--- config.mk ---
export PLATFORM = sky130hd
export DESIGN_NAME = fifo_wr_arbiter
export DESIGN_NICKNAME = d
export VERILOG_FILES = /design/src/rtl/fifo_wr_arbiter.sv
export SDC_FILE = /design/constraint.sdc
export NUM_CORES = 1
export LEC_CHECK = 0
export CAP_MARGIN = 20
export CORE_MARGIN = 5
export CORE_UTILIZATION = 35
export CTS_CLUSTER_DIAMETER = 80
export DETAILED_ROUTE_END_ITERATION = 8
export GPL_ROUTABILITY_DRIVEN = 0
export PLACE_DENSITY = 0.84
export SYNTH_ARGS = -nofsm -noshare
export SYNTH_HDL_FRONTEND = slang
export SYNTH_SLANG_ARGS = --single-unit
--- constraint.sdc ---
create_clock -name clk -period 3.8 [get_ports clk]
set_input_delay 0.76 -clock clk [delete_from_list [all_inputs] [get_ports clk]]
set_output_delay 0.76 -clock clk [all_outputs]
set_load 0.1 [all_outputs]
--- src/rtl/fifo_wr_arbiter.sv ---
// -----------------------------------------------------------------------------
// fifo_wr_arbiter
//
// Round-robin arbiter sharing the single write port of an async FIFO among
// NUM_REQ producers in the write clock domain. One producer is granted at a
// time for a burst of at most BURST_MAX beats. Under afull each grant is cut
// to a single beat so every active producer keeps getting access.
//
// Ports:
//   clk        write-domain clock (same as the FIFO wclk)
//   rst        asynchronous active-high reset
//   req_valid  per-requester data valid
//   req_data   requester i data in bits [i*DW +: DW]
//   req_ready  per-requester accept, one-hot or zero
//   wfull      FIFO full flag
//   afull      FIFO almost-full flag
//   winc       FIFO write enable
//   wdata      FIFO write data (mux of req_data by gnt_id)
//   gnt_id     current or last granted requester
//   busy       high while a grant is held
//   stall      granted requester has data but the FIFO is full
// -----------------------------------------------------------------------------
module fifo_wr_arbiter #(
  parameter int NUM_REQ   = 4,
  parameter int DW        = 8,
  parameter int BURST_MAX = 4
) (
  input  logic                       clk,
  input  logic                       rst,
  input  logic [NUM_REQ-1:0]         req_valid,
  input  logic [NUM_REQ*DW-1:0]      req_data,
  output logic [NUM_REQ-1:0]         req_ready,
  input  logic                       wfull,
  input  logic                       afull,
  output logic                       winc,
  output logic [DW-1:0]              wdata,
  output logic [$clog2(NUM_REQ)-1:0] gnt_id,
  output logic                       busy,
  output logic                       stall
);

  localparam int IW = $clog2(NUM_REQ);
  localparam int BW = $clog2(BURST_MAX) + 1;
  localparam logic [IW-1:0] LAST_RST = IW'(NUM_REQ - 1);
  localparam logic [BW-1:0] CNT_LAST = BW'(BURST_MAX - 1);

  typedef enum logic [0:0] {
    ST_IDLE  = 1'b0,
    ST_GRANT = 1'b1
  } state_e;

  state_e          state_q, state_d;
  logic [IW-1:0]   gnt_id_q, gnt_id_d;
  logic [BW-1:0]   beat_cnt_q, beat_cnt_d;
  logic [IW-1:0]   last_ptr_q, last_ptr_d;

  logic            in_grant_s;
  logic            gnt_valid_s;
  logic            beat_s;
  logic            sel_found_s;
  logic [IW-1:0]   sel_id_s;
  logic [DW-1:0]   data_arr_s [NUM_REQ];

  // Unpack the flat request data bus into one word per requester.
  for (genvar g = 0; g < NUM_REQ; g++) begin : g_unpack
    assign data_arr_s[g] = req_data[g*DW +: DW];
  end

  assign in_grant_s  = (state_q == ST_GRANT);
  assign gnt_valid_s = req_valid[gnt_id_q];
  // A beat is a completed handshake with the granted requester.
  assign beat_s      = in_grant_s & gnt_valid_s & ~wfull;

  assign winc   = beat_s;
  assign wdata  = data_arr_s[gnt_id_q];
  assign gnt_id = gnt_id_q;
  assign busy   = in_grant_s;
  assign stall  = in_grant_s & gnt_valid_s & wfull;

  // Ready goes only to the granted requester and only while the FIFO has room.
  always_comb begin
    req_ready = {NUM_REQ{1'b0}};
    for (int i = 0; i < NUM_REQ; i++) begin
      req_ready[i] = in_grant_s & (gnt_id_q == IW'(i)) & ~wfull;
    end
  end

  // Round-robin search: first valid requester after last_ptr, wrapping.
  always_comb begin
    logic [IW-1:0] idx;
    sel_found_s = 1'b0;
    sel_id_s    = {IW{1'b0}};
    idx         = {IW{1'b0}};
    for (int k = 1; k <= NUM_REQ; k++) begin
      idx = IW'((int'(last_ptr_q) + k) % NUM_REQ);
      if (!sel_found_s && req_valid[idx]) begin
        sel_found_s = 1'b1;
        sel_id_s    = idx;
      end else begin
        sel_found_s = sel_found_s;
      end
    end
  end

  // Next-state logic for the grant FSM and its bookkeeping registers.
  always_comb begin
    state_d    = state_q;
    gnt_id_d   = gnt_id_q;
    beat_cnt_d = beat_cnt_q;
    last_ptr_d = last_ptr_q;
    case (state_q)
      ST_IDLE: begin
        if (sel_found_s) begin
          state_d    = ST_GRANT;
          gnt_id_d   = sel_id_s;
          last_ptr_d = sel_id_s;
          beat_cnt_d = {BW{1'b0}};
        end else begin
          state_d = ST_IDLE;
        end
      end
      ST_GRANT: begin
        if (!gnt_valid_s) begin
          // Requester withdrew; nothing was handed over, so nothing is lost.
          state_d = ST_IDLE;
        end else if (beat_s && ((beat_cnt_q == CNT_LAST) || afull)) begin
          state_d = ST_IDLE;
        end else if (beat_s) begin
          beat_cnt_d = beat_cnt_q + BW'(1'b1);
        end else begin
          // FIFO full: hold the grant with no timeout.
          state_d = ST_GRANT;
        end
      end
      default: begin
        state_d = ST_IDLE;
      end
    endcase
  end

  // State registers with asynchronous reset.
  always_ff @(posedge clk or posedge rst) begin
    if (rst) begin
      state_q    <= ST_IDLE;
      gnt_id_q   <= {IW{1'b0}};
      beat_cnt_q <= {BW{1'b0}};
      last_ptr_q <= LAST_RST;
    end else begin
      state_q    <= state_d;
      gnt_id_q   <= gnt_id_d;
      beat_cnt_q <= beat_cnt_d;
      last_ptr_q <= last_ptr_d;
    end
  end

endmodule

==> out/qor.yml <==
setup_path:
  r2r_slack_ns: 2.06
  critical_path.most_common_cell: "mux2i_1"
  startpoint_type: "primary input"
  crit_slowest_cell: "clkdlybuf4s50_1"
  path_delay_family: "buffers and inverters"
  cp.arrival_ns: 2.15
  cp_num_buf_inv: 2
  crit_type: "primary input to output pin"
  cp-end-kind: "output pin"
  worstPathMaxFanout: 6
  cp_cell_sequence: "clkdlybuf4s50_1 -> mux2i_1 -> mux2i_1 -> and3_2 -> buf_12"
  max_stage_delay_ns: 0.49
  critPathRequiredTime_ns: 3.04
sta:
  rsz0062_at_grt: "no"
  setup_violations: 0
  slew_headroom_pct: 35.6
  min_period_ns: 2.91
  fmax_mhz: 343
  fin_crit_sh_pct: 76.7
  hold_viol: 0
  hold_ws_ns: 0.518
  final.setup_skew_ns: 0.00912
  slew_viol_final: 0
  finalSetupTns_ns: 0
  worst_slew_pin_slew_ns: 0.962
grt:
  grt_pass1_wl_um: 3960
  grt_max_degree: 15
  antenna_found_initial: 0
  track_usage_pct: 16.1
  first_global_vias: 776
  grt_overflow: 0
finish:
  n_fill_cell: 161
  syn_to_final_growth_pct: 79.9
  postLayoutCellArea_um2: 1310
  drive_gt1_share_pct: 29.3
  nets: 166
  final_core_util_pct: 66.6
  diodes: 0
  fin_cells: 150
synthesis:
  syn-num-nets: 108
  ys_types: 27
  yosys-top-cells-count: "mux4_2 (8), inv_1 (7), dfrtp_1 (6), nor2_1 (6), mux2i_1 (5)"
  syn_avg_cell_area_um2: 11.0
  ys_seq_area_share_pct: 27.9
  synth_edf_count: 0
  ys_ff_latch: 8
  synth_most_common_cell: "mux4_2"
  syn_inst: 66
  syn_area_um2: 727
  yosys_warnings: 0
  yosysTopAreaCell: "mux4_2"
  yosysTopAreaCellShare_pct: 24.8
  synth.area.top_cells: "mux4_2 (25%), dfrtp_1 (21%), dfstp_2 (7.2%), mux2i_1 (6.9%), inv_1 (3.6%)"
  ys.flop_type: "dfrtp_1"
  synthArstFlopShare_pct: 100
drt:
  vias: 756
  drtIter0Drc: 15
  ant_nets: 0
  wl_per_cell_um: 16.1
  totalWireLength_um: 2420
  drt-vias-per-instance: 5.04
  drt-pass1-iter-count: 3
  drcViolationCount: 0
die:
  initial_core_util_pct: 37.1
  die_w_um: 55.6
  core_um2: 1960
  fp.dieH_um: 55.6
  num_rows: 16
  dieArea_um2: 3090
  pin_count: 57
placement:
  hpwl_um: 2110
  port_buffers: 56
  placed_area_um2: 1280
  dpl.cell_count: 146
hold_path:
  hold_path.class: "register to register"
cts:
  clockRootBuffer: "clkbuf_4"
  insertion_delay_ns: 0.25
  cts_sinks: 8
  cts.repair.resized: 0
  post-cts-setup-buffers: 0
  cts_tree: "yes"
  cts_buffer_depth: 2
  clk_pin_slew_worst_paths_ns: 0.05
  htreeDepth: 1
  holdBufCountCts: 0
  cts_buffers: 3
power:
  irDropWorstVdd_mv: 0.819
  p_per_area_nw_per_um2: 958
  p_leak_uw: 0.000589
run_status:
  status: "finished, final reports clean"
flow_run:
  max-cap-violations: 0
[layout make-up]
| type | instances | area (µm²) | share of cell area (%) |
|---|---|---|---|
| repair buffers | 56 | 533 | 40.8 |
| clock buffers | 4 | 26.3 | 2.01 |
| multi-input cells | 48 | 485 | 37.1 |
| well taps | 27 | 33.8 | 2.58 |
| inverters | 7 | 26.3 | 2.01 |
| flip-flops and latches | 8 | 203 | 15.5 |
[per-layer routing]
metal / global-route usage [%] / share of wire (%)
met5: 0 / 0
met1: 18.1 / 39
met4: 3.13 / 0
met3: 6.96 / 13
met2: 28.0 / 48
[placed cells by master (no fill, tap or decap)]
cell,netlist,routed
clkdlybuf4s50_1,0,40
buf_4,0,15
mux4_2,8,8
inv_1,7,7
nor2_1,6,6
dfrtp_1,6,6
mux2i_1,5,5
nand2_1,4,4
clkbuf_4,0,3
nor2b_1,2,2
nand3b_1,2,2
o221ai_1,2,2
a21o_1,2,2
a21boi_0,2,2
o21ai_0,2,2
ha_1,2,2
dfstp_2,2,2
nor4_1,1,1
or2_2,1,1
o211a_1,1,1
nor3_1,1,1
a221oi_1,1,1
or3b_4,1,1
o22ai_4,1,1
nand2_4,1,1
and3_2,1,1
a21o_2,1,1
o31ai_2,1,1
clkbuf_1,2,1
buf_12,0,1
[through the flow]
step                power (µW)  setup slack (ns)
floorplan                  985             0.272
CTS                       1260             0.878
finish                    1250             0.887
global route              1310             0.762
detailed placement        1190             0.869
global placement          1180             0.888
[kinds of logic after synthesis]
group                    synth area share, %
AND/OR/NAND/NOR                         15.5
AO/OA/AOI/OAI                           16.2
multiplexers                            31.7
buffers and inverters                   5.34
flip-flops                              27.9
adder cells (fa/ha/maj)                 3.44
[report_power, final]
group	switching, µW	internal (µW)	total, µW
clock	27.6	40.1	67.7
combinational	698	281	979
sequential	79.9	125	205
total	806	447	1250
[sequential cells by signal (all words and copies together) (netlist names)]
name	flops
beat_cnt_q	3
last_ptr_q	2
gnt_id	2
busy	1
[path summary, 6_finish.rpt]
check,startpoint,to,depth (start not counted)
worst min-delay path,last_ptr_q[0],last_ptr_q[0],2
min in group asynchronous,rst,beat_cnt_q[1],2
worst max register to register,gnt_id[0],beat_cnt_q[0],4
worst max-delay path,req_valid[3],stall,5
worst min register to register,last_ptr_q[0],last_ptr_q[0],2
max in group asynchronous,rst,last_ptr_q[0],2
[worst reg2reg max path, cell delays in order (launching register included)]
cell     delay [ns]
dfrtp_1        0.77
mux2i_1        0.41
o22ai_4        0.15
nand2_4        0.11
mux2i_1        0.21
Power figures use the tool's default switching activity.
